**src/rtl/ram_arbiter.sv**
```systemverilog
// ram_arbiter
// Shares one single-port synchronous RAM between two requesters.
//   Port A : CPU control/datapath
//   Port B : debug/DMA loader
// Arbitration is round-robin. A granted requester may also take a bounded
// lock, which keeps ownership across several accesses so that it can do
// atomic read-modify-write sequences.
//
// Ports
//   i_clk, i_reset_n           clock (rising edge), async active-low reset
//   i_req_x, i_we_x, i_lock_x  request, write (1) / read (0), keep ownership
//   i_addr_x, i_wdata_x        access address and write data
//   o_gnt_x                    access accepted on this clock edge (combinational)
//   o_rvalid_x                 read data valid for port x (registered)
//   o_rdata                    shared read data (straight from i_ram_q)
//   o_ram_addr/data/wren       drive to the RAM macro
//   i_ram_q                    RAM read data, one cycle after the address edge
//   o_owner                    lock owner: 00 none, 01 A, 10 B
module ram_arbiter #(
  parameter int ADDR_W   = 8,
  parameter int DATA_W   = 8,
  parameter int MAX_LOCK = 7
) (
  input  logic              i_clk,
  input  logic              i_reset_n,
  input  logic              i_req_a,
  input  logic              i_req_b,
  input  logic              i_we_a,
  input  logic              i_we_b,
  input  logic              i_lock_a,
  input  logic              i_lock_b,
  input  logic [ADDR_W-1:0] i_addr_a,
  input  logic [ADDR_W-1:0] i_addr_b,
  input  logic [DATA_W-1:0] i_wdata_a,
  input  logic [DATA_W-1:0] i_wdata_b,
  output logic              o_gnt_a,
  output logic              o_gnt_b,
  output logic              o_rvalid_a,
  output logic              o_rvalid_b,
  output logic [DATA_W-1:0] o_rdata,
  output logic [ADDR_W-1:0] o_ram_addr,
  output logic [DATA_W-1:0] o_ram_data,
  output logic              o_ram_wren,
  input  logic [DATA_W-1:0] i_ram_q,
  output logic [1:0]        o_owner
);

  typedef enum logic [1:0] {
    IDLE  = 2'b00,
    OWN_A = 2'b01,
    OWN_B = 2'b10
  } state_t;

  localparam logic [3:0] LP_MAX_LOCK = 4'(MAX_LOCK);

  state_t     r_state;
  state_t     w_next_state;
  logic       r_last_b;
  logic       w_next_last_b;
  logic [3:0] r_lock_cnt;
  logic [3:0] w_next_lock_cnt;
  logic [3:0] w_cnt_inc;
  logic       w_gnt_a_raw;
  logic       w_gnt_b_raw;
  logic       w_gnt_a;
  logic       w_gnt_b;
  logic       r_rvalid_a;
  logic       r_rvalid_b;

  assign w_cnt_inc = (r_lock_cnt == LP_MAX_LOCK) ? LP_MAX_LOCK : r_lock_cnt + 4'd1;

  // Grant and next-state logic. r_last_b remembers who was served last so
  // that a tie goes to the other port. While a port owns the RAM the other
  // one is stalled, unless the owner has used up its lock budget and the
  // other port is actually waiting; then the owner is skipped for one cycle
  // and marked as last so the waiting port wins from IDLE.
  always_comb begin
    w_gnt_a_raw     = 1'b0;
    w_gnt_b_raw     = 1'b0;
    w_next_state    = r_state;
    w_next_last_b   = r_last_b;
    w_next_lock_cnt = r_lock_cnt;
    case (r_state)
      IDLE: begin
        w_next_lock_cnt = 4'd0;
        if (i_req_a && (!i_req_b || r_last_b)) begin
          w_gnt_a_raw   = 1'b1;
          w_next_last_b = 1'b0;
          if (i_lock_a) begin
            w_next_state    = OWN_A;
            w_next_lock_cnt = 4'd1;
          end
        end else if (i_req_b) begin
          w_gnt_b_raw   = 1'b1;
          w_next_last_b = 1'b1;
          if (i_lock_b) begin
            w_next_state    = OWN_B;
            w_next_lock_cnt = 4'd1;
          end
        end
      end
      OWN_A: begin
        w_next_lock_cnt = w_cnt_inc;
        if ((r_lock_cnt == LP_MAX_LOCK) && i_req_b) begin
          w_next_state    = IDLE;
          w_next_last_b   = 1'b0;
          w_next_lock_cnt = 4'd0;
        end else begin
          w_gnt_a_raw = i_req_a;
          if (!i_lock_a) begin
            w_next_state    = IDLE;
            w_next_lock_cnt = 4'd0;
          end
        end
      end
      OWN_B: begin
        w_next_lock_cnt = w_cnt_inc;
        if ((r_lock_cnt == LP_MAX_LOCK) && i_req_a) begin
          w_next_state    = IDLE;
          w_next_last_b   = 1'b1;
          w_next_lock_cnt = 4'd0;
        end else begin
          w_gnt_b_raw = i_req_b;
          if (!i_lock_b) begin
            w_next_state    = IDLE;
            w_next_lock_cnt = 4'd0;
          end
        end
      end
      default: begin
        w_next_state    = IDLE;
        w_next_lock_cnt = 4'd0;
      end
    endcase
  end

  // Grants are masked while reset is asserted so nothing reaches the RAM
  // even if a requester keeps its request up through reset.
  assign w_gnt_a = w_gnt_a_raw & i_reset_n;
  assign w_gnt_b = w_gnt_b_raw & i_reset_n;

  always_ff @(posedge i_clk or negedge i_reset_n) begin
    if (!i_reset_n) begin
      r_state    <= IDLE;
      r_last_b   <= 1'b1;
      r_lock_cnt <= 4'd0;
      r_rvalid_a <= 1'b0;
      r_rvalid_b <= 1'b0;
    end else begin
      r_state    <= w_next_state;
      r_last_b   <= w_next_last_b;
      r_lock_cnt <= w_next_lock_cnt;
      r_rvalid_a <= w_gnt_a & ~i_we_a;
      r_rvalid_b <= w_gnt_b & ~i_we_b;
    end
  end

  assign o_gnt_a    = w_gnt_a;
  assign o_gnt_b    = w_gnt_b;
  assign o_rvalid_a = r_rvalid_a;
  assign o_rvalid_b = r_rvalid_b;
  assign o_rdata    = i_ram_q;

  // Port A is the default RAM source when nothing is granted; wren keeps
  // that idle drive harmless.
  assign o_ram_addr = w_gnt_b ? i_addr_b  : i_addr_a;
  assign o_ram_data = w_gnt_b ? i_wdata_b : i_wdata_a;
  assign o_ram_wren = (w_gnt_a & i_we_a) | (w_gnt_b & i_we_b);

  assign o_owner = (r_state == OWN_A) ? 2'b01 :
                   (r_state == OWN_B) ? 2'b10 : 2'b00;

endmodule

```
**config.mk**
```make
export PLATFORM = sky130hd
export DESIGN_NAME = ram_arbiter
export DESIGN_NICKNAME = d
export VERILOG_FILES = /design/src/rtl/ram_arbiter.sv
export SDC_FILE = /design/constraint.sdc
export NUM_CORES = 1
export LEC_CHECK = 0
export ABC_CLOCK_PERIOD_IN_PS = 4800
export CORE_MARGIN = 2
export CORE_UTILIZATION = 34
export CTS_BUF_LIST = sky130_fd_sc_hd__clkbuf_4
export DETAILED_ROUTE_END_ITERATION = 8
export PLACE_DENSITY_LB_ADDON = 0.15
export SYNTH_ARGS = -nofsm -noshare
export SYNTH_HDL_FRONTEND = slang
export SYNTH_SLANG_ARGS = --single-unit
```
**constraint.sdc**
```tcl
create_clock -name i_clk -period 4.8 [get_ports i_clk]
set_input_delay 0.72 -clock i_clk [delete_from_list [all_inputs] [get_ports i_clk]]
set_output_delay 0.72 -clock i_clk [all_outputs]
set_load 0.02 [all_outputs]
```
# After elaboration in Yosys (flattened, before gate mapping)
# Index checks and enable logic that the tools add are counted.
# classes
reduce_logical	9
mul	0
shifts	0
add_sub_neg	1
eq_ne	10
n_mux	35
n_bitwise	9
div	0
order_cmp	0
# ops
cell	n
$mux 4	6
$mux 2	10
$mux 8	2
$ne 3x3->1 const B	5
$mux 1	12
$pmux 4 s3	1
$and 1x1->1	6
$pmux 2 s3	1
$reduce_and 5->1	1
$add 4x1->4 const B	1
$eq 4x3->1 const B	1
$ne 2x2->1 const B	2
$pmux 1 s2	2
$reduce_and 4->1	1
$logic_and 1x1->1	3
$pmux 1 s3	1
$reduce_bool 3->1	1
$eq 2x1->1 const B	1
$eq 2x2->1 const B	1
$logic_not 2->1	1
$not 1->1	2
$logic_not 1->1	1
$logic_or 1x1->1	1
$or 1x1->1	1
# totals
mem_bits_rw	0
word_cells	69
romBits	0
reg_bits	9
latch_bits	0
mem_count	0

# Longest topological paths before layout
# Gate-level depths: netlist (run 1).
# depth
word_depth	8
depth_mapped	8
ltp_nobuf	6

# Least setup slack after synthesis (run 1)
# No wires, ideal clock.
# synth_timing
path_type	input port to output port
from	in i_req_a
to	out o_ram_wren
t_required_ns	4.080
stages	7
t_arrival_ns	1.690
setup_slack_ns	2.390
n_path_buf	2
path_cell_list	nand4b_1 > nand2_1 > a21o_1 > buf_6 > buf_8 > inv_2 > a22o_1
# synth_between
elab_chain_cells	6
elab_cells_between_ends	13
classes_between	mux (6); bitwise (5); reduce/logical (2)
# synth_lines
item	line_no	text
start, declared	26	input logic i_req_a,
$logic_and 1x1->1, on equally long branches	118, 86	
$mux 1, on equally long branches	118, 86	
$pmux 1 s2 (*)	83	case (r_state)
$and 1x1->1 (*)	140	assign w_gnt_b = w_gnt_b_raw & i_reset_n;
named net o_gnt_b	37	output logic o_gnt_b,
$and 1x1->1 (*)	168	assign o_ram_wren = (w_gnt_a & i_we_a) | (w_gnt_b & i_we_b);
$or 1x1->1 (*)	168	
end, declared	43	output logic o_ram_wren,
# The timed path passes the listed nets; every way through them passes the cells marked *.

# Worst setup path after layout (run 1)
# layout_timing
from	in i_req_a
to	out o_ram_data[2]
# layout_between
elab_chain_cells	5
elab_cells_between_ends	7
classes_between	mux (4); bitwise (1); reduce/logical (2)
# layout_lines
item	line_no	text
$logic_and 1x1->1, on equally long branches	118, 86	
$mux 1, on equally long branches	118, 86	
$pmux 1 s2 (*)	83	
$and 1x1->1 (*)	140	
$mux 8 (*)	167	assign o_ram_data = w_gnt_b ? i_wdata_b : i_wdata_a;
end, declared	42	output logic [DATA_W-1:0] o_ram_data,
# Mark *: on every way between the ends. The rest lies on a longest branch, timed or not.

==> results.md, run 1 <==
* RSZ-0062 raised after global routing: no
* Max incr delay on CP at between 0.5 and 0.6 ns
* Leftover overflow at the end of global routing at 0
* DRC violation total after the first TritonRoute iteration at 8
* Slowest cell on crit path: sky130_fd_sc_hd__clkdlybuf4s50_1
* Synthesized instance count at roughly 90
* Synthesis Warnings at 0
* Vertical die dimension at around 55 um
* Post-CTS clock slew at the launch and capture registers of the worst setup and hold paths at roughly 0.07 ns
* Setup fix buffers added after clock tree synthesis at 0
* Drt total wl at between 2000 and 2500 um
* Cell at the root of the clock tree: sky130_fd_sc_hd__clkbuf_4
* Data arrival, critical path at 3.03 ns
* Post-route setup slack at 1.05 ns
* Post-layout util at 0.605
* Wire length of the first global-routing pass at ~3200 um
* IR Drop Worst-Case VDD at ~0.32 mV
* IO Count at between 70 and 80
* Hpwl dp at a little over 2000 um
* Category of the worst setup path capture point: primary output
* Met3 usage at 0.0591
* Setup Total Neg Slack at 0 ns
* Die extent in x at 54.9 um
* Via count of the first global-routing pass at ~750
* Distinct cells, synth at 30
* Final antenna-violating net count at 0
* Met2 usage in global routing at 0.238
* Slew at the pin with the worst max-slew slack at between 0.3 and 0.4 ns
* Post-route insts no fill at 177
* CTS tree: yes
* Drt via density at between 4 and 5
* Number of buffer cells added on primary ports at 62
* Number of failing hold endpoints at the final stage at 0
* Per-cell routed wire length at between 10 and 15 um
* Worst slew margin relative to its limit at 0.782
* Area of the placeable core at approximately 2500 um2
* Startpoint Class: input pin
* Register area share after synthesis at 0.257
* Maximum number of pins on one net before global-route repair at 12
* Number of cells upsized or downsized after cts at 0
* Final setup vio count at 0
* Synthesis-to-finish area growth at 69.9%
* Worst Setup Slack post-DPL at 1.05 ns
* Worst setup path class: in -> out
* Antenna diodes at 0
* GR Util All Layers at 0.150
* Tightest Hold Check Type: reg -> reg
* Number of nets produced by synthesis at 142
* Clock skew at ~0.0066 ns
* Lkg Pwr at between 0.6 and 0.7 nW
* CP max FO at 10
* Global placer's final weighted congestion at between 0.8 and 0.9
* Share of final-layout standard cells stronger than drive strength 1 at 0.197
* Dominant cells by area after synthesis: sky130_fd_sc_hd__dfrtp_1 23%, sky130_fd_sc_hd__mux2_4 15%, sky130_fd_sc_hd__mux2_2 11%, sky130_fd_sc_hd__ha_1 7.1%, sky130_fd_sc_hd__buf_4 6.8%
* Synthesized area per cell at around 10 um2
* Area share of the leading cell type in the synthesized netlist at 0.227
* Number of sinks handled by clock tree synthesis at 9
* Grt peak-use layer: met2
* EDFF count, synth at 0
* Crit-path most repeated cell: sky130_fd_sc_hd__clkdlybuf4s50_1
* Global Route met1 Usage at 0.182
* Total Die Area at ~3000 um2
* Post-synth top area cell: sky130_fd_sc_hd__dfrtp_1
* Worst-skew pair later-pin latency at approximately 0.27 ns
* Cts-stage hold buffer count at 0
* Final clock period utilization by the worst path at 0.781
* Post-synth design cell area at 882 um2
* Min Tclk post-route at around 3.7 ns
* Total count of max-transition violations in the final report at 0
* Most instantiated cells after synthesis: 9 x sky130_fd_sc_hd__mux2_2, 9 x sky130_fd_sc_hd__mux2_4, 9 x sky130_fd_sc_hd__nand2_1, 9 x sky130_fd_sc_hd__nor2_1
* Timing-limited maximum frequency at between 200 and 300 MHz
* Router iterations before antenna repair at 4
* Initial antenna violation count at 0
* H-tree levels at 1
* Count of max-cap constraint violations at 0
* Dpl cells at 173
* Total number of placement rows at 18
* Worst path required time at about 4.1 ns
* Net count, final at between 200 and 250
* Post-route DRC violation count at 0
* Sequence of cells on the critical path: clkdlybuf4s50_1 > nand4b_1 > nand2_1 > a21o_1 > buf_4 > mux2_4 > clkdlybuf4s50_1
* Bufs on Longest Clock Path at 2
* Vias after detailed routing at slightly below 900
* Dominant register cell in the synthesized netlist: sky130_fd_sc_hd__dfrtp_1
* Number of storage elements in the synthesis netlist at 9
* Number of CTS-inserted buffers at 3
* Outcome: completed
* Share of synthesized registers carrying an async set or reset at 1.00
* Effective utilization at floorplan at 0.356
* Pwr dens at roughly 350 nW/um2
[critical path, delay by kind of cell]
| family | cells | cell delay, ns |
|---|---|---|
| AND/OR/NAND/NOR | 2 | 0.29 |
| buffers and inverters | 3 | 1.39 |
| multiplexers | 1 | 0.31 |
| AO/OA/AOI/OAI | 1 | 0.32 |
[path summary, 6_finish.rpt]
path,from,endpoint,slack (ns),cells after the start
worst max-delay path,i_req_a,o_ram_data[2],1.05,7
worst min-delay path,r_state[1]$_DFFE_PN0P_,r_state[1]$_DFFE_PN0P_,0.59,1
worst max register to register,r_state[0]$_DFFE_PN0P_,r_state[1]$_DFFE_PN0P_,3.08,6
worst min register to register,r_state[1]$_DFFE_PN0P_,r_state[1]$_DFFE_PN0P_,0.59,1
max in group asynchronous,i_reset_n,r_last_b$_DFFE_PN1P_,3.84,2
min in group asynchronous,i_reset_n,r_state[1]$_DFFE_PN0P_,0.74,2
[per-layer routing]
layer  part of all wire  wire length, um  vias to the layer above
met5                  0                0                        -
met4              0.015               36                        0
met3               0.15              364                        4
met2               0.46             1100                       43
met1               0.37              899                      400
li1                   -                -                      424
[state kept, by name (all words and copies together), names as in the netlist]
name,count
r_lock_cnt,4
r_state,2
o_rvalid_a,1
o_rvalid_b,1
r_last_b,1
[layout make-up]
class / count / area, um2
clock buffers: 4 / 30.0
fillers: 215 / 978
inverters: 4 / 15.0
multi-input cells: 66 / 554
flip-flops and latches: 9 / 226
well taps: 30 / 37.5
repair buffers: 64 / 636
[logic make-up after synthesis]
group	count (synthesis)	synth area share
compound gates	10	0.0965
fa+ha+maj	5	0.0709
buf+inv	14	0.115
flops	9	0.257
mux	19	0.279
simple gates	32	0.182
[metrics by stage]
| step | instance area (um2) | total power [W] | hold WS, ns |
|---|---|---|---|
| after global placement | 1470 | 0.000462 | 0.569 |
| after global routing | 1500 | 0.000565 | 0.611 |
| after floorplan | 882 | 0.000351 | 0.424 |
| after detailed placement | 1470 | 0.000464 | 0.587 |
| final | 1500 | 0.000531 | 0.592 |
| after CTS | 1500 | 0.000536 | 0.603 |
[cell usage in the layout (no fill, tap or decap)]
cell | netlist | routed
sky130_fd_sc_hd__clkdlybuf4s50_1 | 0 | 62
sky130_fd_sc_hd__nand2_1 | 9 | 9
sky130_fd_sc_hd__mux2_4 | 9 | 9
sky130_fd_sc_hd__mux2_2 | 9 | 9
sky130_fd_sc_hd__nor2_1 | 9 | 9
sky130_fd_sc_hd__dfrtp_1 | 8 | 8
sky130_fd_sc_hd__ha_1 | 5 | 5
sky130_fd_sc_hd__nand3_1 | 4 | 4
sky130_fd_sc_hd__clkbuf_4 | 0 | 4
sky130_fd_sc_hd__inv_1 | 3 | 3
sky130_fd_sc_hd__and2_1 | 3 | 3
sky130_fd_sc_hd__o21ai_0 | 2 | 2
sky130_fd_sc_hd__nor3_1 | 2 | 2
sky130_fd_sc_hd__buf_4 | 8 | 2
sky130_fd_sc_hd__nand4b_1 | 1 | 1
sky130_fd_sc_hd__a21o_1 | 1 | 1
sky130_fd_sc_hd__inv_2 | 1 | 1
sky130_fd_sc_hd__nand4b_2 | 1 | 1
sky130_fd_sc_hd__a32o_2 | 1 | 1
sky130_fd_sc_hd__or2b_1 | 1 | 1
sky130_fd_sc_hd__nand2b_1 | 1 | 1
sky130_fd_sc_hd__nor2b_1 | 1 | 1
sky130_fd_sc_hd__o32ai_1 | 1 | 1
sky130_fd_sc_hd__a22oi_1 | 1 | 1
sky130_fd_sc_hd__a22o_1 | 1 | 1
sky130_fd_sc_hd__a21oi_1 | 1 | 1
sky130_fd_sc_hd__a31o_4 | 1 | 1
sky130_fd_sc_hd__a221oi_1 | 1 | 1
sky130_fd_sc_hd__mux2i_1 | 1 | 1
sky130_fd_sc_hd__dfstp_2 | 1 | 1
[power by group]
group          switching, W   total, W  internal (W)
Sequential        0.0000143   0.000113     0.0000986
Clock             0.0000301  0.0000679     0.0000379
Combinational      0.000158   0.000350      0.000193
Total              0.000202   0.000531      0.000329
No activity file was read; power rests on OpenSTA's default activity.
==> run 2, diff against run 1 <==
- ABC_CLOCK_PERIOD_IN_PS: 4800 -> 3300
- CORE_UTILIZATION: 34 -> 29
- clock period: 4.8 -> 3.3 ns (I/O delays scaled with it)
==> run 2 against run 1 <==
Against the previous run: clock power is 25% higher; sequential power is 45% higher; clock skew is 0.0040 ns lower; global-route usage is 1.2 points lower; sequential share of layout area is 0.14 points lower; combinational power is 48% higher; first-iteration DRC count is 25% higher.
==> results.md, run 2 (same netlist as run 1, synthesis figures left out) <==
* Outcome: completed
* Number of CTS-inserted buffers at 3
* Maximum number of pins on one net before global-route repair at 19
* H-tree levels at 1
* Total Die Area at around 3500 um2
* Dpl cells at between 150 and 200
* Launch instance of the worst register-to-register path: r_lock_cnt[0]$_DFF_PN0_
* GR Util All Layers at 0.138
* Die extent in x at around 59 um
* Final clock period utilization by the worst path at 0.933
* Tightest Hold Check Type: in -> async
* Most frequent standard cell in the layout excluding fill and tap cells: sky130_fd_sc_hd__clkdlybuf4s50_1
* Pwr dens at 506 nW/um2
* Area of the placeable core at ~3000 um2
* Setup Total Neg Slack at 0 ns
* IR Drop Worst-Case VDD at 0.311 mV
* Lkg Pwr at approximately 0.68 nW
* Data arrival, critical path at between 2 and 3 ns
* Bufs on Longest Clock Path at 2
* Hpwl dp at ~2100 um
* Worst-skew pair later-pin latency at ~0.26 ns
* Antenna diodes at 0
* Vertical die dimension at ~59 um
* RSZ-0062 raised after global routing: no
* Wire length of the first global-routing pass at 3770 um
* DRC violation total after the first TritonRoute iteration at 10
* Post-route DRC violation count at 0
* Leading registers by flop count: r_lock_cnt x4, r_state x2
* Timing-limited maximum frequency at about 320 MHz
* CP max FO at 18
* Most used cells in the layout excluding fill and tap cells: 62 x sky130_fd_sc_hd__clkdlybuf4s50_1, 9 x sky130_fd_sc_hd__nand2_1, 9 x sky130_fd_sc_hd__mux2_4, 9 x sky130_fd_sc_hd__mux2_2, 9 x sky130_fd_sc_hd__nor2_1
* Slew at the pin with the worst max-slew slack at 0.263 ns
* Min Tclk post-route at 3.08 ns
* Effective utilization at floorplan at 0.296
* Setup fix buffers added after clock tree synthesis at 0
* Via count of the first global-routing pass at around 860
* Number of cells upsized or downsized after cts at 0
* Post-CTS clock slew at the launch and capture registers of the worst setup and hold paths at 0.07 ns
* Origin of the worst setup path: i_req_a
* Total count of max-transition violations in the final report at 0
* Worst setup path class: in -> out
* Most flop-heavy register: r_lock_cnt
* Cell at the root of the clock tree: sky130_fd_sc_hd__clkbuf_4
* Synthesis-to-finish area growth at 71.5%
* Cts-stage hold buffer count at 0
* Worst path required time at 2.80 ns
* Leftover overflow at the end of global routing at 0
* Number of failing hold endpoints at the final stage at 0
* CTS tree: yes
* Flip-flop count of the largest register, all copies and words added at 4
* Per-cell routed wire length at around 14 um
* Drt via density at between 4 and 5
* Final antenna-violating net count at 0
* Initial antenna violation count at 0
* Final setup vio count at 0
* Count of max-cap constraint violations at 0
* Number of buffer cells added on primary ports at slightly above 60
* Vias after detailed routing at 870
* Net count, final at ~200
* Router iterations before antenna repair at 4
* Worst slew margin relative to its limit at 0.825
* Global placer's final weighted congestion at 0.842
* Startpoint Class: input pin
* IO Count at between 70 and 80
* Share of final-layout standard cells stronger than drive strength 1 at 0.197
* Post-route insts no fill at 180
* Total number of placement rows at 20
* Number of sinks handled by clock tree synthesis at 9
* Clock skew at between 0.002 and 0.003 ns
* Drt total wl at 2500 um
* Category of the worst setup path capture point: primary output
run 2: cell types whose count changed in the layout (fill, tap and decap cells not counted), sizes merged:
cell,previous run,this run
clkinv,0,1
clkbuf,4,3
run 2: layer usage:
metal | share of wire | track usage | vias to the layer above
met2 | 0.52 | 0.240 | 35
li1 | - | - | 419
met4 | 0.0064 | 0.0422 | 0
met1 | 0.39 | 0.162 | 414
met3 | 0.084 | 0.0437 | 2
met5 | 0 | 0 | -
run 2: path summary, 6_finish.rpt:
| check | end | slack [ns] | cells after the start |
|---|---|---|---|
| worst min register to register | r_state[1]$_DFFE_PN0P_ | 0.59 | 1 |
| min in group i_clk | r_state[1]$_DFFE_PN0P_ | 0.59 | 1 |
| worst max-delay path | o_ram_addr[0] | 0.22 | 7 |
| max in group asynchronous | r_last_b$_DFFE_PN1P_ | 2.51 | 2 |
| worst max register to register | r_state[1]$_DFFE_PN0P_ | 1.55 | 5 |
| worst min-delay path | r_lock_cnt[0]$_DFF_PN0_ | 0.57 | 2 |
run 2: cell type report:
type	count	area, um2
Fill cell	288	1470
Clock buffer	3	22.5
Timing Repair Buffer	64	648
Clock inverter	1	5.00
Multi-Input combinational cell	66	554
Inverter	4	15.0
Tap cell	33	41.3
Sequential cell	9	226
run 2: power breakdown:
group	total [W]	internal, W	switching (W)
combinational	0.000517	0.000287	0.000230
sequential	0.000164	0.000143	0.0000207
clock	0.0000852	0.0000447	0.0000405
run 2: stage by stage:
| step | util | worst slack (ns) | power, W | hold WS [ns] | cell area (um2) |
|---|---|---|---|---|---|
| floorplan | - | 1.13 | 0.000511 | 0.199 | 882 |
| global placement | 0.499 | 0.293 | 0.000681 | 0.578 | 1490 |
| detailed placement | 0.499 | 0.227 | 0.000686 | 0.570 | 1490 |
| CTS | 0.508 | 0.213 | 0.000776 | 0.571 | 1510 |
| global route | 0.508 | 0.116 | 0.000830 | 0.556 | 1510 |
| finish | 0.508 | 0.221 | 0.000766 | 0.568 | 1510 |
run 2: critical path: stages:
cell and delay (ns):
sky130_fd_sc_hd__clkdlybuf4s50_1 0.57, sky130_fd_sc_hd__nand4b_1 0.17, sky130_fd_sc_hd__nand2_1 0.12, sky130_fd_sc_hd__a21o_1 0.16, sky130_fd_sc_hd__buf_12 0.17, sky130_fd_sc_hd__mux2_2 0.34, sky130_fd_sc_hd__clkdlybuf4s50_1 0.55
==> variant 1, RTL diff (settings of run 2) <==
`DATA_W`: 8 -> 9.
--- a/src/rtl/ram_arbiter.sv
+++ b/src/rtl/ram_arbiter.sv
@@ -20,3 +20,3 @@
   parameter int ADDR_W   = 8,
-  parameter int DATA_W   = 8,
+  parameter int DATA_W   = 9,
   parameter int MAX_LOCK = 7
Ports: changed (5 resized); port bits go from 79 to 84. The function was not compared with the original's and may differ.
==> variant 1 against run 2 <==
  * First-iteration DRC count grew 80%
  * Sequential cell count unchanged
  * Clock power is 9.6% higher
  * Die area grew 2.0%
  * Count of clock-buffer cells in the layout grew 1
  * Setup slack better by 0.0058 ns
  * Utilization up 1.0 points
  * Synthesized area rose by 2.1%
  * Worst hold slack better by 0.0052 ns
  * Final area is 2.9% higher
  * Total power up 2.9%
  * Wire length up 0.84%
  * Synthesized cell count grew 2.2%
==> variant 1: results (changes against run 2) <==
Clock tree
  – Post-CTS Setup Bufs: 0 (unchanged)

Placement
  – Dpl cells: 180 (+2.3%)
  – DP Wirelength: 2100 um (about the same)
  – Post-place instance area: 1530 um2 (+2.8%)
  – Port Buffer Count: 65 (+4.8%)
  – Placer Congestion: 0.887 (+5.4%)
  – Place WS: 0.238 ns (+0.0106 ns)

Finish
  – Antenna diode count: 0 (unchanged)
  – Signal buffers: 67 (+4.7%)
  – Clock Buffer Count: 4 (+1)
  – NonClk Buf Share: 0.436 (+0.00724)
  – Final #Nets: 208 (+3.5%)
  – Number of multi-input logic gates: 67 (+1.5%)
  – Register fraction of the total cell area: 0.145 (-0.00421)
  – Fillers: 283 (-1.7%)
  – Layout area overhead: 72.8%
  – Layout cells sized above 1: 0.199 (+0.00140)
  – Clock buf/inv share: 0.0193 (+0.00110)
  – Finished Layout Cells: 184 (+2.2%)
  – Area taken by multi-input logic gates: 566 um2 (+2.0%)
  – Inverters: 4 (unchanged)

Synthesis
  – Net Count, Synth: 147 (+3.5%)
  – Post-synthesis cell count: 91 (+2.2%)
  – Adder-Cell Fraction of Synth Area: 0.0694 (-0.00148)
  – Register area share after synthesis: 0.251 (-0.00535)
  – Leading cell types by count after synthesis: 10 x mux2_2, 9 x buf_4, 9 x mux2_4, 9 x nand2_1, 9 x nor2_1
  – Top_reg_cell synth: dfrtp_1
  – Mux cell area share after synthesis: 0.286 (+0.00668)
  – Ranking of synthesized cells by area: dfrtp_1 22%, mux2_4 15%, mux2_2 13%
  – Compound-Gate Fraction of Synth Area: 0.0944 (-0.00201)

Pwr
  – Combinational power: 0.530 mW (+3%)
  – Pleak: 0.693 nW (+2.5%)
  – Power per cell area: 506 nW/um2 (about the same)
  – Worst vdd ir: 0.000286 V (-8.0%)
  – Sequential Power Share: 0.209 (-0.005)
  – Switching pwr: 0.296 mW (+1.6%)

Global routing
  – Number of global-route vias before repair: 839 (-2.7%)
  – Initial antenna violation count: 0 (unchanged)
  – Largest net degree at the start of global routing: 20 (+1)
  – Overall Global Routing Usage: 0.136 (-0.00243)
  – First-pass GRT wire length: 3710 um (-1.5%)

Floorplanning
  – Core box area: 3000 um2 (+0.84%)

Drt
  – Wire length per cell: 13.7 um (-1.4%)
  – Via count: 895 (+2.9%)
  – TritonRoute pass-1 iters: 4 (unchanged)
  – Initial DRC count: 18 (+8)

Outcome
  – Status: completed

Timing
  – Worst slew pin tran: 0.244 ns (-0.0187 ns)
  – Final Skew: 0.00574 ns (+0.00313 ns)

Hold path
  – HP Class: primary input to async pin

Worst setup path
  – Max FO, Critical Path: 19 (+1)
## variant 1: final timing paths
check	start	end	slack, ns	cells past startpoint
worst max-delay path	i_req_a	o_ram_addr[0]	0.23	7
worst min register to register	r_state[1]	r_state[1]	0.59	1
worst max register to register	r_lock_cnt[0]	r_state[1]	1.56	5
max in group asynchronous	i_reset_n	r_last_b	2.50	2
min in group i_clk	r_state[1]	r_state[1]	0.59	1
worst min-delay path	i_reset_n	r_state[1]	0.57	2
## variant 1: layer usage
| layer | GRT usage | up-vias | routed length [um] |
|---|---|---|---|
| li1 | - | 431 | - |
| met1 | 0.153 | 408 | 972 |
| met2 | 0.231 | 49 | 1220 |
| met3 | 0.0433 | 7 | 281 |
| met4 | 0.0635 | 0 | 48 |
| met5 | 0 | - | 0 |
## variant 1: worst max-delay path: stages
cell	delay (ns)
clkdlybuf4s50_1	0.57
nand4b_1	0.17
nand2_1	0.12
a21o_1	0.15
buf_12	0.17
mux2_2	0.34
clkdlybuf4s50_1	0.54
==> variant 2, RTL diff (flow settings as in run 2) <==
Without the edit above. Re-encode `state_t` (3 states) as one-hot, 3 bits wide.
--- a/src/rtl/ram_arbiter.sv
+++ b/src/rtl/ram_arbiter.sv
@@ -47,6 +47,6 @@
 
-  typedef enum logic [1:0] {
-    IDLE  = 2'b00,
-    OWN_A = 2'b01,
-    OWN_B = 2'b10
+  typedef enum logic [2:0] {
+    IDLE  = 3'b001,
+    OWN_A = 3'b010,
+    OWN_B = 3'b100
   } state_t;
Formal check against the unedited RTL: no difference found for any inputs over 10 cycles, from zero or initial values and one cycle with i_reset_n low; not proved beyond that.
==> variant 2 against run 2 <==
  * Die area shrank 4.2%
  * Wire length shrank 5.4%
  * Total power shrank 33%
  * Setup slack lost 0.086 ns
  * Sequential cell count grew 1
  * Synthesized area shrank 4.5%
  * Final area shrank 1.6%
  * Critical path type is now register to primary output
  * Highest routed layer unchanged
==> variant 2: results (changes against run 2) <==
Pwr
  – Pleak: 0.612 nW (-9.5%)
  – Worst vdd ir: 0.000219 V (-30%)

Drt
  – Final wirelength: 2370 um (-5.4%)
  – Drt via density: 5.03 (+4.2%)
  – DR WL met2: 1230 um (-5.7%)
  – Via count: 876 (+0.69%)
  – DR WL met3: 166 um (-21%)
  – Initial DRC count: 22 (+12)
  – WL met1: 897 um (-7.0%)

Finish
  – Post-layout util: 0.540 (+0.0319)
  – NonClk Buf Share: 0.452 (+0.0236)
  – Register fraction of the total cell area: 0.170 (+0.0200)
  – Number of multi-input logic gates: 61 (-7.6%)
  – Final #Nets: 193 (-4.0%)
  – Layout cells sized above 1: 0.196 (-0.00147)
  – Inverters: 1 (-3)
  – Fillers: 246 (-15%)
  – Fraction of area in multi-input gates: 0.332 (-0.0345)
  – Signal buffers: 67 (+4.7%)

Placement
  – Post-place instance area: 1460 um2 (-1.9%)
  – Placer Congestion: 0.881 (+4.6%)
  – DP Wirelength: 2020 um (-4.1%)
  – Place WS: 0.228 ns (+0.00148 ns)
  – Dpl cells: 170 (-3.4%)

Synthesis
  – Post-synthesis cell type count: 33 (+10%)
  – Net Count, Synth: 132 (-7.0%)
  – Adder-Cell Fraction of Synth Area: 0.0149 (-0.0561)
  – Register area share after synthesis: 0.300 (+0.0434)
  – Leading cell types by count after synthesis: 10 x mux2_2, 8 x buf_4, 8 x dfrtp_1
  – Syn Area/Cell: 10.1 um2 (+2.4%)
  – Compound-Gate Fraction of Synth Area: 0.116 (+0.0194)
  – Mux cell area share after synthesis: 0.266 (-0.0135)
  – Ranking of synthesized cells by area: dfrtp_1 24%, mux2_2 13%, mux2_4 11%

Clock tree
  – Sink Count: 10 (+1)

Outcome
  – Status: completed

Worst setup path
  – Crit path from: r_state[0]
  – RR Endpoint: o_rvalid_b
  – Critical path's slowest cell: dfstp_2
  – Critical path arrival: 2.67 ns (+0.09 ns)
  – Max FO, Critical Path: 19 (+1)

Global routing
  – Grt met2 use: 0.273 (+0.0330)
  – Number of global-route vias before repair: 910 (+5.6%)
  – GRT met3 Usage: 0.0268 (-0.0169)
  – Overall Global Routing Usage: 0.155 (+0.0170)
  – First-pass GRT wire length: 4010 um (+6.4%)
  – Largest net degree at the start of global routing: 20 (+1)

Timing
  – Worst slew margin: 0.691 (-0.134)
  – Hold slack: 0.465 ns (-0.103 ns)

Floorplanning
  – Row count: 19 (-5.0%)
## variant 2: cell types whose count changed in the layout (fill, tap and decap cells not counted), moves of 2 or more
cell             run 2  this run
nand2_1              9         2
a21oi_1              1         5
ha_1                 5         1
and2_1               3         0
buf_4                1         4
mux2_4               9         6
nor2_1               9         6
nor2b_1              1         4
a21boi_0             0         2
inv_1                3         1
nand3_1              4         6
nor3b_1              0         2
## variant 2: power by group
part / leakage [nW] / internal (mW) / switching (mW) / total (mW)
sequential: 0.131 / 0.147 / 0.0147 / 0.161
combinational: 0.466 / 0.157 / 0.114 / 0.271
clock: 0.0154 / 0.0436 / 0.0402 / 0.0838
total: 0.612 / 0.348 / 0.169 / 0.517
## variant 2: logic make-up after synthesis
kind of cell | after synthesis
flip-flops | 10
AO/OA/AOI/OAI | 15
adder cells (fa/ha/maj) | 1
AND/OR/NAND/NOR | 27
multiplexers | 18
buffers and inverters | 12
